File: config.mk
export PLATFORM = sky130hd
export DESIGN_NAME = multi_lane_descrambler
export DESIGN_NICKNAME = d
export VERILOG_FILES = /design/src/rtl/pcs_descrambler_pkg.sv /design/src/rtl/descrambler_lane.sv /design/src/rtl/multi_lane_descrambler.sv
export SDC_FILE = /design/constraint.sdc
export NUM_CORES = 1
export LEC_CHECK = 0
export ABC_AREA = 1
export CORE_ASPECT_RATIO = 0.7
export CORE_UTILIZATION = 51
export CTS_CLUSTER_DIAMETER = 50
export DETAILED_ROUTE_END_ITERATION = 10
export PLACE_DENSITY = 0.81
export SLEW_MARGIN = 5
export SYNTH_ARGS = -nofsm -noshare
export SYNTH_HDL_FRONTEND = slang
export SYNTH_SLANG_ARGS = --single-unit
export TNS_END_PERCENT = 30
File: constraint.sdc
create_clock -name i_clock -period 2.2 [get_ports i_clock]
set_input_delay 0.33 -clock i_clock [delete_from_list [all_inputs] [get_ports i_clock]]
set_output_delay 0.33 -clock i_clock [all_outputs]
set_load 0.005 [all_outputs]
File: src/rtl/pcs_descrambler_pkg.sv
// Shared definitions for the 64b/66b multi-lane descrambler.
// Holds the coded-block geometry, the descrambler tap positions for the
// 1 + x^39 + x^58 polynomial, the lane lock-state encoding and a helper
// that classifies a 2-bit sync header.
package pcs_descrambler_pkg;

    localparam int LEN_CODED_BLOCK = 66;
    localparam int LEN_SCRAMBLER   = 58;
    localparam int NB_SH           = 2;

    // State bit S[i] holds the scrambled bit received (58 - i) bits ago,
    // so S[19] is the x^39 tap and S[0] is the x^58 tap.
    localparam int TAP_HI = 19;
    localparam int TAP_LO = 0;

    typedef enum logic {
        LOCK_UNLOCKED = 1'b0,
        LOCK_LOCKED   = 1'b1
    } lock_state_t;

    // 01 and 10 are legal sync headers; 00 and 11 are not.
    function automatic logic sh_is_good(input logic [NB_SH-1:0] sh);
        return sh[1] ^ sh[0];
    endfunction

endpackage

File: src/rtl/descrambler_lane.sv
// One independent 64b/66b descrambler lane.
// Ports:
//   i_clock, i_reset      clock, synchronous active-high reset
//   i_enable              global clock enable (freezes every register when low)
//   i_valid, i_bypass     block strobe; bypass passes data through unscrambled
//   i_data, i_tag         coded block (header in the top 2 bits) and sideband tag
//   i_clear_err           clears the header-error counter
//   o_data, o_valid,
//   o_tag                 registered descrambled block, strobe and tag (1 cycle)
//   o_lock                lane lock indication
//   o_err_cnt             saturating count of blocks with an illegal header
module descrambler_lane #(
    parameter int                           LEN_CODED_BLOCK = pcs_descrambler_pkg::LEN_CODED_BLOCK,
    parameter int                           LEN_SCRAMBLER   = pcs_descrambler_pkg::LEN_SCRAMBLER,
    parameter logic [LEN_SCRAMBLER-1:0]     SEED            = '0,
    parameter int                           LOCK_BLOCKS     = 4,
    parameter int                           NB_ERR_CNT      = 16
) (
    input  logic                        i_clock,
    input  logic                        i_reset,
    input  logic                        i_enable,
    input  logic                        i_valid,
    input  logic                        i_bypass,
    input  logic [LEN_CODED_BLOCK-1:0]  i_data,
    input  logic                        i_tag,
    input  logic                        i_clear_err,
    output logic [LEN_CODED_BLOCK-1:0]  o_data,
    output logic                        o_valid,
    output logic                        o_tag,
    output logic                        o_lock,
    output logic [NB_ERR_CNT-1:0]       o_err_cnt
);
    import pcs_descrambler_pkg::*;

    localparam int LEN_PAYLOAD = LEN_CODED_BLOCK - NB_SH;
    localparam int CNT_W       = $clog2(LOCK_BLOCKS + 1);

    // Bit-serial self-synchronising descrambler unrolled over one payload,
    // MSB first. Returns {descrambled payload, next state}.
    function automatic logic [LEN_PAYLOAD+LEN_SCRAMBLER-1:0] descramble(
        input logic [LEN_PAYLOAD-1:0]   din,
        input logic [LEN_SCRAMBLER-1:0] st
    );
        logic [LEN_PAYLOAD-1:0]   dout;
        logic [LEN_SCRAMBLER-1:0] s;
        s    = st;
        dout = '0;
        for (int i = LEN_PAYLOAD - 1; i >= 0; i--) begin
            dout[i] = din[i] ^ s[TAP_HI] ^ s[TAP_LO];
            s       = {din[i], s[LEN_SCRAMBLER-1:1]};
        end
        return {dout, s};
    endfunction

    logic [LEN_SCRAMBLER-1:0]   state_q, state_d, state_adv;
    logic [LEN_PAYLOAD-1:0]     desc_payload;
    logic [LEN_CODED_BLOCK-1:0] data_q, data_d;
    logic                       valid_q, valid_d;
    logic                       tag_q, tag_d;
    lock_state_t                lock_q, lock_d;
    logic [CNT_W-1:0]           good_q, good_d;
    logic [NB_ERR_CNT-1:0]      err_q, err_d;

    logic [NB_SH-1:0] sh;
    logic             blk_active;
    logic             blk_good;
    logic             blk_bad;

    assign sh         = i_data[LEN_CODED_BLOCK-1 -: NB_SH];
    // Only enabled, valid, non-bypassed blocks touch the state, lock FSM and counter.
    assign blk_active = i_enable & i_valid & ~i_bypass;
    assign blk_good   = blk_active &  sh_is_good(sh);
    assign blk_bad    = blk_active & ~sh_is_good(sh);

    // Datapath and error counter next state
    always_comb begin
        {desc_payload, state_adv} = descramble(i_data[LEN_PAYLOAD-1:0], state_q);
        state_d = state_q;
        data_d  = data_q;
        valid_d = valid_q;
        tag_d   = tag_q;
        err_d   = err_q;
        if (i_enable) begin
            valid_d = i_valid;
            if (i_valid) begin
                tag_d = i_tag;
                if (i_bypass) begin
                    data_d = i_data;
                end else begin
                    data_d  = {sh, desc_payload};
                    state_d = state_adv;
                end
            end
            // Clear first, then count the current block.
            if (i_clear_err) begin
                err_d = blk_bad ? NB_ERR_CNT'(1) : '0;
            end else if (blk_bad && (err_q != '1)) begin
                err_d = err_q + NB_ERR_CNT'(1);
            end
        end
    end

    // Lock FSM next state
    always_comb begin
        lock_d = lock_q;
        good_d = good_q;
        case (lock_q)
            LOCK_UNLOCKED: begin
                if (blk_bad) begin
                    good_d = '0;
                end else if (blk_good) begin
                    if (good_q == CNT_W'(LOCK_BLOCKS - 1)) begin
                        lock_d = LOCK_LOCKED;
                        good_d = '0;
                    end else begin
                        good_d = good_q + CNT_W'(1);
                    end
                end
            end
            LOCK_LOCKED: begin
                if (blk_bad) begin
                    lock_d = LOCK_UNLOCKED;
                    good_d = '0;
                end
            end
            default: begin
                lock_d = LOCK_UNLOCKED;
                good_d = '0;
            end
        endcase
    end

    always_ff @(posedge i_clock) begin
        if (i_reset) begin
            state_q <= SEED;
            data_q  <= '0;
            valid_q <= 1'b0;
            tag_q   <= 1'b0;
            lock_q  <= LOCK_UNLOCKED;
            good_q  <= '0;
            err_q   <= '0;
        end else begin
            state_q <= state_d;
            data_q  <= data_d;
            valid_q <= valid_d;
            tag_q   <= tag_d;
            lock_q  <= lock_d;
            good_q  <= good_d;
            err_q   <= err_d;
        end
    end

    assign o_data    = data_q;
    assign o_valid   = valid_q;
    assign o_tag     = tag_q;
    assign o_lock    = (lock_q == LOCK_LOCKED);
    assign o_err_cnt = err_q;

endmodule

File: src/rtl/multi_lane_descrambler.sv
// Multi-lane 64b/66b descrambler: NB_LANES identical, fully independent lanes.
// Ports:
//   i_clock, i_reset      clock, synchronous active-high reset
//   i_enable              global clock enable
//   i_valid, i_bypass,
//   i_tag                 per-lane strobe, bypass and sideband tag
//   i_data                lane k at [k*LEN_CODED_BLOCK +: LEN_CODED_BLOCK]
//   i_clear_err           clears every lane's header-error counter
//   o_data, o_valid,
//   o_tag, o_lock         per-lane registered outputs, same packing as inputs
//   o_err_cnt             lane k at [k*NB_ERR_CNT +: NB_ERR_CNT]
module multi_lane_descrambler #(
    parameter int                       NB_LANES        = 4,
    parameter int                       LEN_CODED_BLOCK = pcs_descrambler_pkg::LEN_CODED_BLOCK,
    parameter int                       LEN_SCRAMBLER   = pcs_descrambler_pkg::LEN_SCRAMBLER,
    parameter logic [LEN_SCRAMBLER-1:0] SEED            = '0,
    parameter int                       LOCK_BLOCKS     = 4,
    parameter int                       NB_ERR_CNT      = 16
) (
    input  logic                                 i_clock,
    input  logic                                 i_reset,
    input  logic                                 i_enable,
    input  logic [NB_LANES-1:0]                  i_valid,
    input  logic [NB_LANES-1:0]                  i_bypass,
    input  logic [NB_LANES*LEN_CODED_BLOCK-1:0]  i_data,
    input  logic [NB_LANES-1:0]                  i_tag,
    input  logic                                 i_clear_err,
    output logic [NB_LANES*LEN_CODED_BLOCK-1:0]  o_data,
    output logic [NB_LANES-1:0]                  o_valid,
    output logic [NB_LANES-1:0]                  o_tag,
    output logic [NB_LANES-1:0]                  o_lock,
    output logic [NB_LANES*NB_ERR_CNT-1:0]       o_err_cnt
);
    import pcs_descrambler_pkg::*;

    for (genvar k = 0; k < NB_LANES; k++) begin : g_lane
        descrambler_lane #(
            .LEN_CODED_BLOCK (LEN_CODED_BLOCK),
            .LEN_SCRAMBLER   (LEN_SCRAMBLER),
            .SEED            (SEED),
            .LOCK_BLOCKS     (LOCK_BLOCKS),
            .NB_ERR_CNT      (NB_ERR_CNT)
        ) u_lane (
            .i_clock     (i_clock),
            .i_reset     (i_reset),
            .i_enable    (i_enable),
            .i_valid     (i_valid[k]),
            .i_bypass    (i_bypass[k]),
            .i_data      (i_data[k*LEN_CODED_BLOCK +: LEN_CODED_BLOCK]),
            .i_tag       (i_tag[k]),
            .i_clear_err (i_clear_err),
            .o_data      (o_data[k*LEN_CODED_BLOCK +: LEN_CODED_BLOCK]),
            .o_valid     (o_valid[k]),
            .o_tag       (o_tag[k]),
            .o_lock      (o_lock[k]),
            .o_err_cnt   (o_err_cnt[k*NB_ERR_CNT +: NB_ERR_CNT])
        );
    end

endmodule

Word-level counts from Yosys, hierarchy flattened
Index checks and enable logic that the tools add are counted.
Widths: inputs -> output; s select.
{"block": "word_totals", "input_bits": 280, "wordCells": 676, "ff_bits": 584, "out_inout_bits": 340}
{"block": "classes", "n_eq_ne": 16, "n_reduce_logical": 24, "n_bitwise": 544, "muxes": 56, "n_addsub": 8}
{"cell": "$xor 1x1->1", "n": 516}
{"cell": "$mux 64", "n": 4}
{"cell": "$mux 16", "n": 8}
{"cell": "$add 16x1->16 const B", "n": 4}
{"cell": "$ne 16x16->1 const B", "n": 4}
{"cell": "$mux 3", "n": 16}
{"cell": "$pmux 3 s2", "n": 4}
{"cell": "$reduce_and 2->1", "n": 12}
{"cell": "$mux 1", "n": 20}
{"cell": "$and 1x1->1", "n": 16}
{"cell": "$add 3x1->3 const B", "n": 4}
{"cell": "$eq 3x2->1 const B", "n": 4}
{"cell": "$ne 3x1->1 const B", "n": 4}
{"cell": "$not 1->1", "n": 12}
{"cell": "$reduce_and 3->1", "n": 4}
{"cell": "$ne 2x2->1 const B", "n": 4}
{"cell": "$pmux 1 s2", "n": 4}
{"cell": "$reduce_bool 2->1", "n": 4}
{"cell": "$logic_and 1x1->1", "n": 4}

Longest topological paths before layout
{"block": "logic_depth", "word_depth": 6, "depth_mapped": 11, "depth_no_buf": 10}

Cells and area by module
From an unflattened synthesis, not the netlist that was laid out.
{"block": "unflattened", "cells_unflattened": 3817, "hier_area_um2": 27762.9}
{"mod": "descrambler_lane at g_lane[0].u_lane ...", "area_each_um2": 6939.2, "seq_area_each_um2": 2922.8, "cells_per_inst": 954, "instances": 2}
{"mod": "descrambler_lane at g_lane[3].u_lane", "area_each_um2": 6944.2, "seq_area_each_um2": 2922.8, "cells_per_inst": 955, "instances": 1}
{"mod": "descrambler_lane at g_lane[2].u_lane", "area_each_um2": 6940.4, "seq_area_each_um2": 2922.8, "cells_per_inst": 954, "instances": 1}

Least setup slack after synthesis
No wires, ideal clock.
{"block": "synth_path", "path_kind": "flip-flop to flip-flop", "from": "reg g_lane[3].u_lane.err_q[0]", "to": "reg g_lane[3].u_lane.err_q[10]", "path_stages_with_launch": 11, "t_required_ns": 2.085, "period_less_slack_ns": 1.751, "t_arrival_ns": 1.636, "slack_ns": 0.449, "path_cell_list": "dfxtp_1 > ha_1 > nand2_1 > nor2_1 > nand2_1 > o21ai_1 > nand2_1 > buf_4 > buf_4 > a21oi_1 > nor2_1"}
{"block": "synth_between", "elab_chain_cells": 4, "word_cells_on_any_way": 7}
{"element": "start: declaration", "line_no": "descrambler_lane.sv:62", "rtl": "logic [NB_ERR_CNT-1:0] err_q, err_d;"}
{"element": "start signal: assignment", "line_no": "descrambler_lane.sv:149", "rtl": "err_q <= err_d;"}
{"element": "branches (longest 4 deep; another with $add 16x1->16)"}
Several ways; the timed one is not identified. The select of a mux whose other input is x is not followed.
A chain may end at the register's enable or synchronous reset.

Worst setup path in the final report
{"block": "layout_path", "from": "reg g_lane[0].u_lane.err_q[10]", "to": "out o_err_cnt[10]"}
{"element": "start: declaration", "line_no": "descrambler_lane.sv:62"}
{"element": "start signal: assignment", "line_no": "descrambler_lane.sv:149"}
{"element": "end: declaration", "line_no": "multi_lane_descrambler.sv:32", "rtl": "output logic [NB_LANES*NB_ERR_CNT-1:0] o_err_cnt"}
No word-level cell between the ends.

==> impl_results.md <==
- P_leak: 15.07 nW
- I/O Pins: 620
- Clock Sinks: 584
- Syn Nets: 4128
- Die H: 195.2 um
- P per Cell Area: 726.6 nW/um^2
- Worst-path maximum fanout: 5
- Global placement routability congestion: 0.9640
- Critical Path Start Type: register
- Number of post-CTS setup repair buffers: 0
- Area taken by multi-input logic gates: 13250 sq um
- Post-route DRC: 0
- CORE AREA: 52460 sq um
- Slew @ Worst Pin: 743.7 ps
- Sw frac: 26.93%
- Initial antenna violation count: 12
- Post-CTS sizing: 0
- Max-cap viol count: 0
- Final ANT Viol Nets: 0
- Combinational power share: 14.5%
- DR vias: 29460
- CP required: 1870 ps
- Count of flip-flops with a built-in enable after synthesis: 0
- Post-route cell area: 36090 sq um
- Die width: 278.0 um
- Most used DFF post-synth: dfxtp_1
- Crit Path Class: register to output pin
- Final core utilization: 68.80%
- Synth area leader: dfxtp_1
- WL/cell: 19.80 um
- RSZ-0062 raised after global routing: false
- Average cell area after synthesis: 7.084 sq um
- Sequential power share: 44.6%
- Global-route wire length before repair: 152.2 mm
- Register Area: 11690 sq um
- Clk pwr share: 40.9%
- Reg clk slew, reported paths: 70 ps
- Final min period: 2033 ps
- Status: complete, no violations
- Cts hold-fix bufs: 0
- Max_slew headroom: 49.90%
- Async S/R FF share, synth: 0%
- Max Clk Rate: 0.4919 GHz
- Worst EP arrival: 1700 ps
- Placed wire-length estimate: 71.63 mm
- Die ar.: 54280 sq um
- Final wirelength: 100.8 mm
- Tcrit/Tclk final: 92.41%
- Pins Over Slew Limit: 0
- Worst clock skew: 27.59 ps
- Synth-to-layout area growth: 32.69%
- Yosys warnings: 0
- Post-synthesis cell type count: 32
- TritonCTS clock tree: yes
- Post-synthesis cell count: 3840
- Mapped cell area: 27200 sq um
- Synth top area share: 42.98%
- Remaining Overflow, GRT: 0
- Final number of hold-violating endpoints: 0
- Sw Pwr: 0.007063 W
- Initial Util: 51.85%
- Vias per inst: 5.787
- VDD IR max: 0.5914 mV
- Clock Latency Late Sink: 620 ps
- Synth area leaders: dfxtp_1 43%, o21ai_0 14%, a21oi_1 11%
- Min Hold Slack: 199.9 ps
- Int Pwr: 0.01916 W
- # fillers: 4406
- Area post-placement: 34020 sq um
- Pin count of the biggest net entering global routing: 90
- Iteration-0 DRC Markers: 3758
- CTS buffer count: 57
- Share of layout cells above drive strength 1: 4.343%
- Yosys reg bits: 584
- Synth cell count leaders: 768 x o21ai_0, 628 x nor2_1, 584 x dfxtp_1
- Number of global-route vias before repair: 25720
- Final net count: 4638
- Hold crit path type: primary input to register
- Sequential fraction of the synthesis area: 42.98%
- Final setup fails: 0
- GRT Resource Usage Total: 35.60%
- Root Driver: clkbuf_16
- Drt first pass iters: 6
- Top-count cell post-synth: o21ai_0
- PortBufs: 619
- # rows: 70
- H-tree levels: 2
- CTS Buffer Depth: 3
- Critical Path End Type: output pin
==> layout make-up <==
class | count | area share, %
clock buffers | 78 | 4.566
inverters | 338 | 3.536
clock inverters | 29 | 1.102
well taps | 684 | 2.371
diodes | 9 | 0.06240
flip-flops and latches | 584 | 32.39
multi-input cells | 2681 | 36.72
repair buffers | 688 | 19.25
==> cell families (layout without fill, tap and decap cells) <==
group,after synthesis,in the layout,synth area share (%)
simple gates,1037,1037,15.52
other cells,0,9,0
compound gates,1620,1620,32.28
xor+xnor,12,12,0.3864
fa+ha+maj,8,8,0.3680
mux,4,4,0.1472
flops,584,584,42.98
buf+inv,575,1133,8.321
==> critical path, cell delays in order, from the launching register on <==
cell	delay [ps]
dfxtp_1	360
buf_4	150
clkdlybuf4s50_1	570
==> registers in the layout, summed over array words and instances (netlist names) <==
signal	cells
g_lane.u_lane.o_data	264
g_lane.u_lane.state_q	232
g_lane.u_lane.good_q	12
g_lane.u_lane.o_lock	4
g_lane.u_lane.o_tag	4
g_lane.u_lane.o_err_cnt	64
g_lane.u_lane.o_valid	4
==> cells in the final DEF (no fill, tap or decap), types with 9 or more instances in the layout <==
| cell type | Yosys | routed |
|---|---|---|
| a21oi_1 | 583 | 583 |
| buf_12 | 0 | 21 |
| buf_4 | 17 | 49 |
| clkbuf_1 | 142 | 9 |
| clkbuf_16 | 0 | 59 |
| clkbuf_8 | 0 | 10 |
| clkdlybuf4s50_1 | 0 | 613 |
| clkinvlp_4 | 0 | 9 |
| dfxtp_1 | 584 | 584 |
| diode_2 | 0 | 9 |
| inv_1 | 332 | 328 |
| nand2_1 | 233 | 233 |
| nand3_1 | 110 | 110 |
| nand4_1 | 30 | 30 |
| nor2_1 | 628 | 628 |
| nor3_1 | 21 | 21 |
| o211ai_1 | 256 | 256 |
| o21ai_0 | 768 | 768 |
==> power groups by stage <==
| stage | sequential, W | clock (W) | combinational [W] |
|---|---|---|---|
| 6_report | 0.0117 | 0.0107 | 0.00380 |
| 5_1_grt | 0.0118 | 0.0113 | 0.00410 |
| 4_1_cts | 0.0117 | 0.0108 | 0.00374 |
| 3_5_place_dp | 0.0119 | 0 | 0.00370 |
| 3_3_place_gp | 0.0119 | 0 | 0.00365 |
| 2_1_floorplan | 0.0118 | 0 | 0.00160 |
==> per-layer routing <==
layer  wire length [um]  track usage [%]  share of wire, %
met1              42920            50.14                43
met2              42820            52.75                42
met3              11090            8.232                11
met4               3905            13.40               3.9
met5                 33                0             0.033
==> worst paths after layout <==
kind	start	end	slack (ps)	depth (start not counted)
setup / recovery	g_lane[0].u_lane.o_err_cnt[10]	o_err_cnt[10]	170	2
hold / removal	i_reset	g_lane[0].u_lane.state_q[5]	200	4
setup reg to reg	g_lane[3].u_lane.o_err_cnt[0]	g_lane[3].u_lane.o_err_cnt[15]	270	11
hold reg to reg	g_lane[0].u_lane.good_q[2]	g_lane[0].u_lane.good_q[2]	440	2
==> metrics by stage <==
stage / instances / worst slack [ps] / TNS (ps) / total power [W]
6_report: 5091 / 166.9 / 0 / 0.02623
5_1_grt: 5091 / 100.9 / 0 / 0.02712
4_1_cts: 5082 / 129.0 / 0 / 0.02622
3_5_place_dp: 4975 / -150.6 / -1371 / 0.01561
3_3_place_gp: 4975 / -173.0 / -1554 / 0.01555
2_1_floorplan: 3840 / 448.7 / 0 / 0.01340
No activity file was read; power rests on OpenSTA's default activity.
==> RTL change, RTL diff (config.mk and constraints unchanged) <==
The parameter `NB_LANES` goes from 4 to 5.
--- a/src/rtl/multi_lane_descrambler.sv
+++ b/src/rtl/multi_lane_descrambler.sv
@@ -10,7 +10,7 @@
 //   o_tag, o_lock         per-lane registered outputs, same packing as inputs
 //   o_err_cnt             lane k at [k*NB_ERR_CNT +: NB_ERR_CNT]
 module multi_lane_descrambler #(
-    parameter int                       NB_LANES        = 4,
+    parameter int                       NB_LANES        = 5,
     parameter int                       LEN_CODED_BLOCK = pcs_descrambler_pkg::LEN_CODED_BLOCK,
     parameter int                       LEN_SCRAMBLER   = pcs_descrambler_pkg::LEN_SCRAMBLER,
     parameter logic [LEN_SCRAMBLER-1:0] SEED            = '0,
Ports: changed (9 resized); port bits go from 620 to 774. The function was not compared with the original's and may differ.
==> RTL change against the original RTL <==
  * First-iteration DRC count up 36%
  * Routed wire length rose by 28%
  * Area after synthesis rose by 25%
  * Clock skew is 4.5 ps lower
  * Final area up 25%
  * Power up 22%
  * Critical endpoint is now o_err_cnt[69]
  * Worst setup slack worse by 100 ps
  * Sequential cell count increased by 146
==> RTL change: results (changes against the original RTL) <==
net count after synthesis=5163 (was 4128); fin nets=5808 (was 4638); Comb power frac=15.1% (was 14.5%); top area cells in the synthesized netlist=dfxtp_1 (43%), o21ai_0 (14%), a21oi_1 (11%) (unchanged); global placement routability congestion=0.9772 (was 0.9640); Max stage delay on crit path=720 ps (was 570 ps); Flop pwr share=45.8% (was 44.6%); DR iter-0 viols=5097 (was 3758); GRT Overall Usage=36.07% (was 35.60%); Port-buffer cells=773 (was 619); worst-margin pin slew=723.5 ps (was 743.7 ps); vias in the first global route=32426 (was 25716); share of cells above drive strength 1=4.435% (was 4.343%); 1st-pass router iterations=8 (was 6); Inst Count DP=6255 (was 4975); CTS Buf Count=72 (was 57); Cells after Synth=4804 (was 3840); Peak supply drop=0.0005749 V (was 0.0005914 V); post-DP HPWL=92.25 mm (was 71.63 mm); outcome=finished, final reports clean (unchanged); Sw Pwr=0.008680 W (was 0.007063 W); overall power=0.03194 W (was 0.02623 W); maximum number of pins on one net before global-route repair=88 (was 90); H-tree depth=3 (was 2); most instantiated cells after synthesis=o21ai_0 (959), nor2_1 (789), a21oi_1 (730), dfxtp_1 (730), inv_1 (415) (was o21ai_0 (768), nor2_1 (628), dfxtp_1 (584))
[RTL change: changes by cell type after synthesis, sizes merged, moves of 8 or more]
cell and change:
dfxtp +146, a21oi +147, buf +22, o211ai +65, nand4 +8, nor2 +167, nand3 +22, inv +84
o21ai +192, clkbuf +37, nand2 +68
[RTL change: routing by layer]
layer	wire length, um	track usage (%)	vias to the layer above
li1	-	-	17856
met1	51750	48.35	16806
met2	57270	56.06	2262
met3	13730	7.345	293
met4	6053	16.21	2
met5	12	0	-
[RTL change: final timing paths]
path | from | end | cells past startpoint | slack (ps)
worst max-delay path | g_lane[4].u_lane.o_err_cnt[5] | o_err_cnt[69] | 1 | 70
worst min-delay path | i_reset | g_lane[3].u_lane.o_err_cnt[15] | 4 | 210
worst max register to register | g_lane[1].u_lane.o_err_cnt[1] | g_lane[1].u_lane.o_err_cnt[2] | 9 | 260
worst min register to register | g_lane[4].u_lane.o_valid | g_lane[4].u_lane.o_valid | 2 | 460
[RTL change: kinds of logic after synthesis]
| family | after synthesis | synth area share, % |
|---|---|---|
| AOI/OAI and AO/OA | 2027 | 32.24 |
| and+or+nand+nor | 1304 | 15.68 |
| DFF | 730 | 42.88 |
| buffers and inverters | 716 | 8.378 |
| xor gates and xnor gates | 14 | 0.3598 |
| adders and majority gates | 10 | 0.3671 |
| muxes | 3 | 0.08812 |
[RTL change: final cells by class]
cell class | instances | area, um^2
Timing Repair Buffer | 867 | 8851
Multi-Input combinational cell | 3358 | 16610
Clock buffer | 112 | 2207
Inverter | 420 | 1584
Tap cell | 880 | 1101
Sequential cell | 730 | 14610
Fill cell | 5460 | 20270
Clock inverter | 15 | 126.4
Antenna cell | 8 | 20.02
[RTL change: repair_timing]
item	in CTS	in global routing
endpoints found under the setup margin	0	7
hold buffers	0	0
buffers inserted	0	0
gates resized for setup	0	2
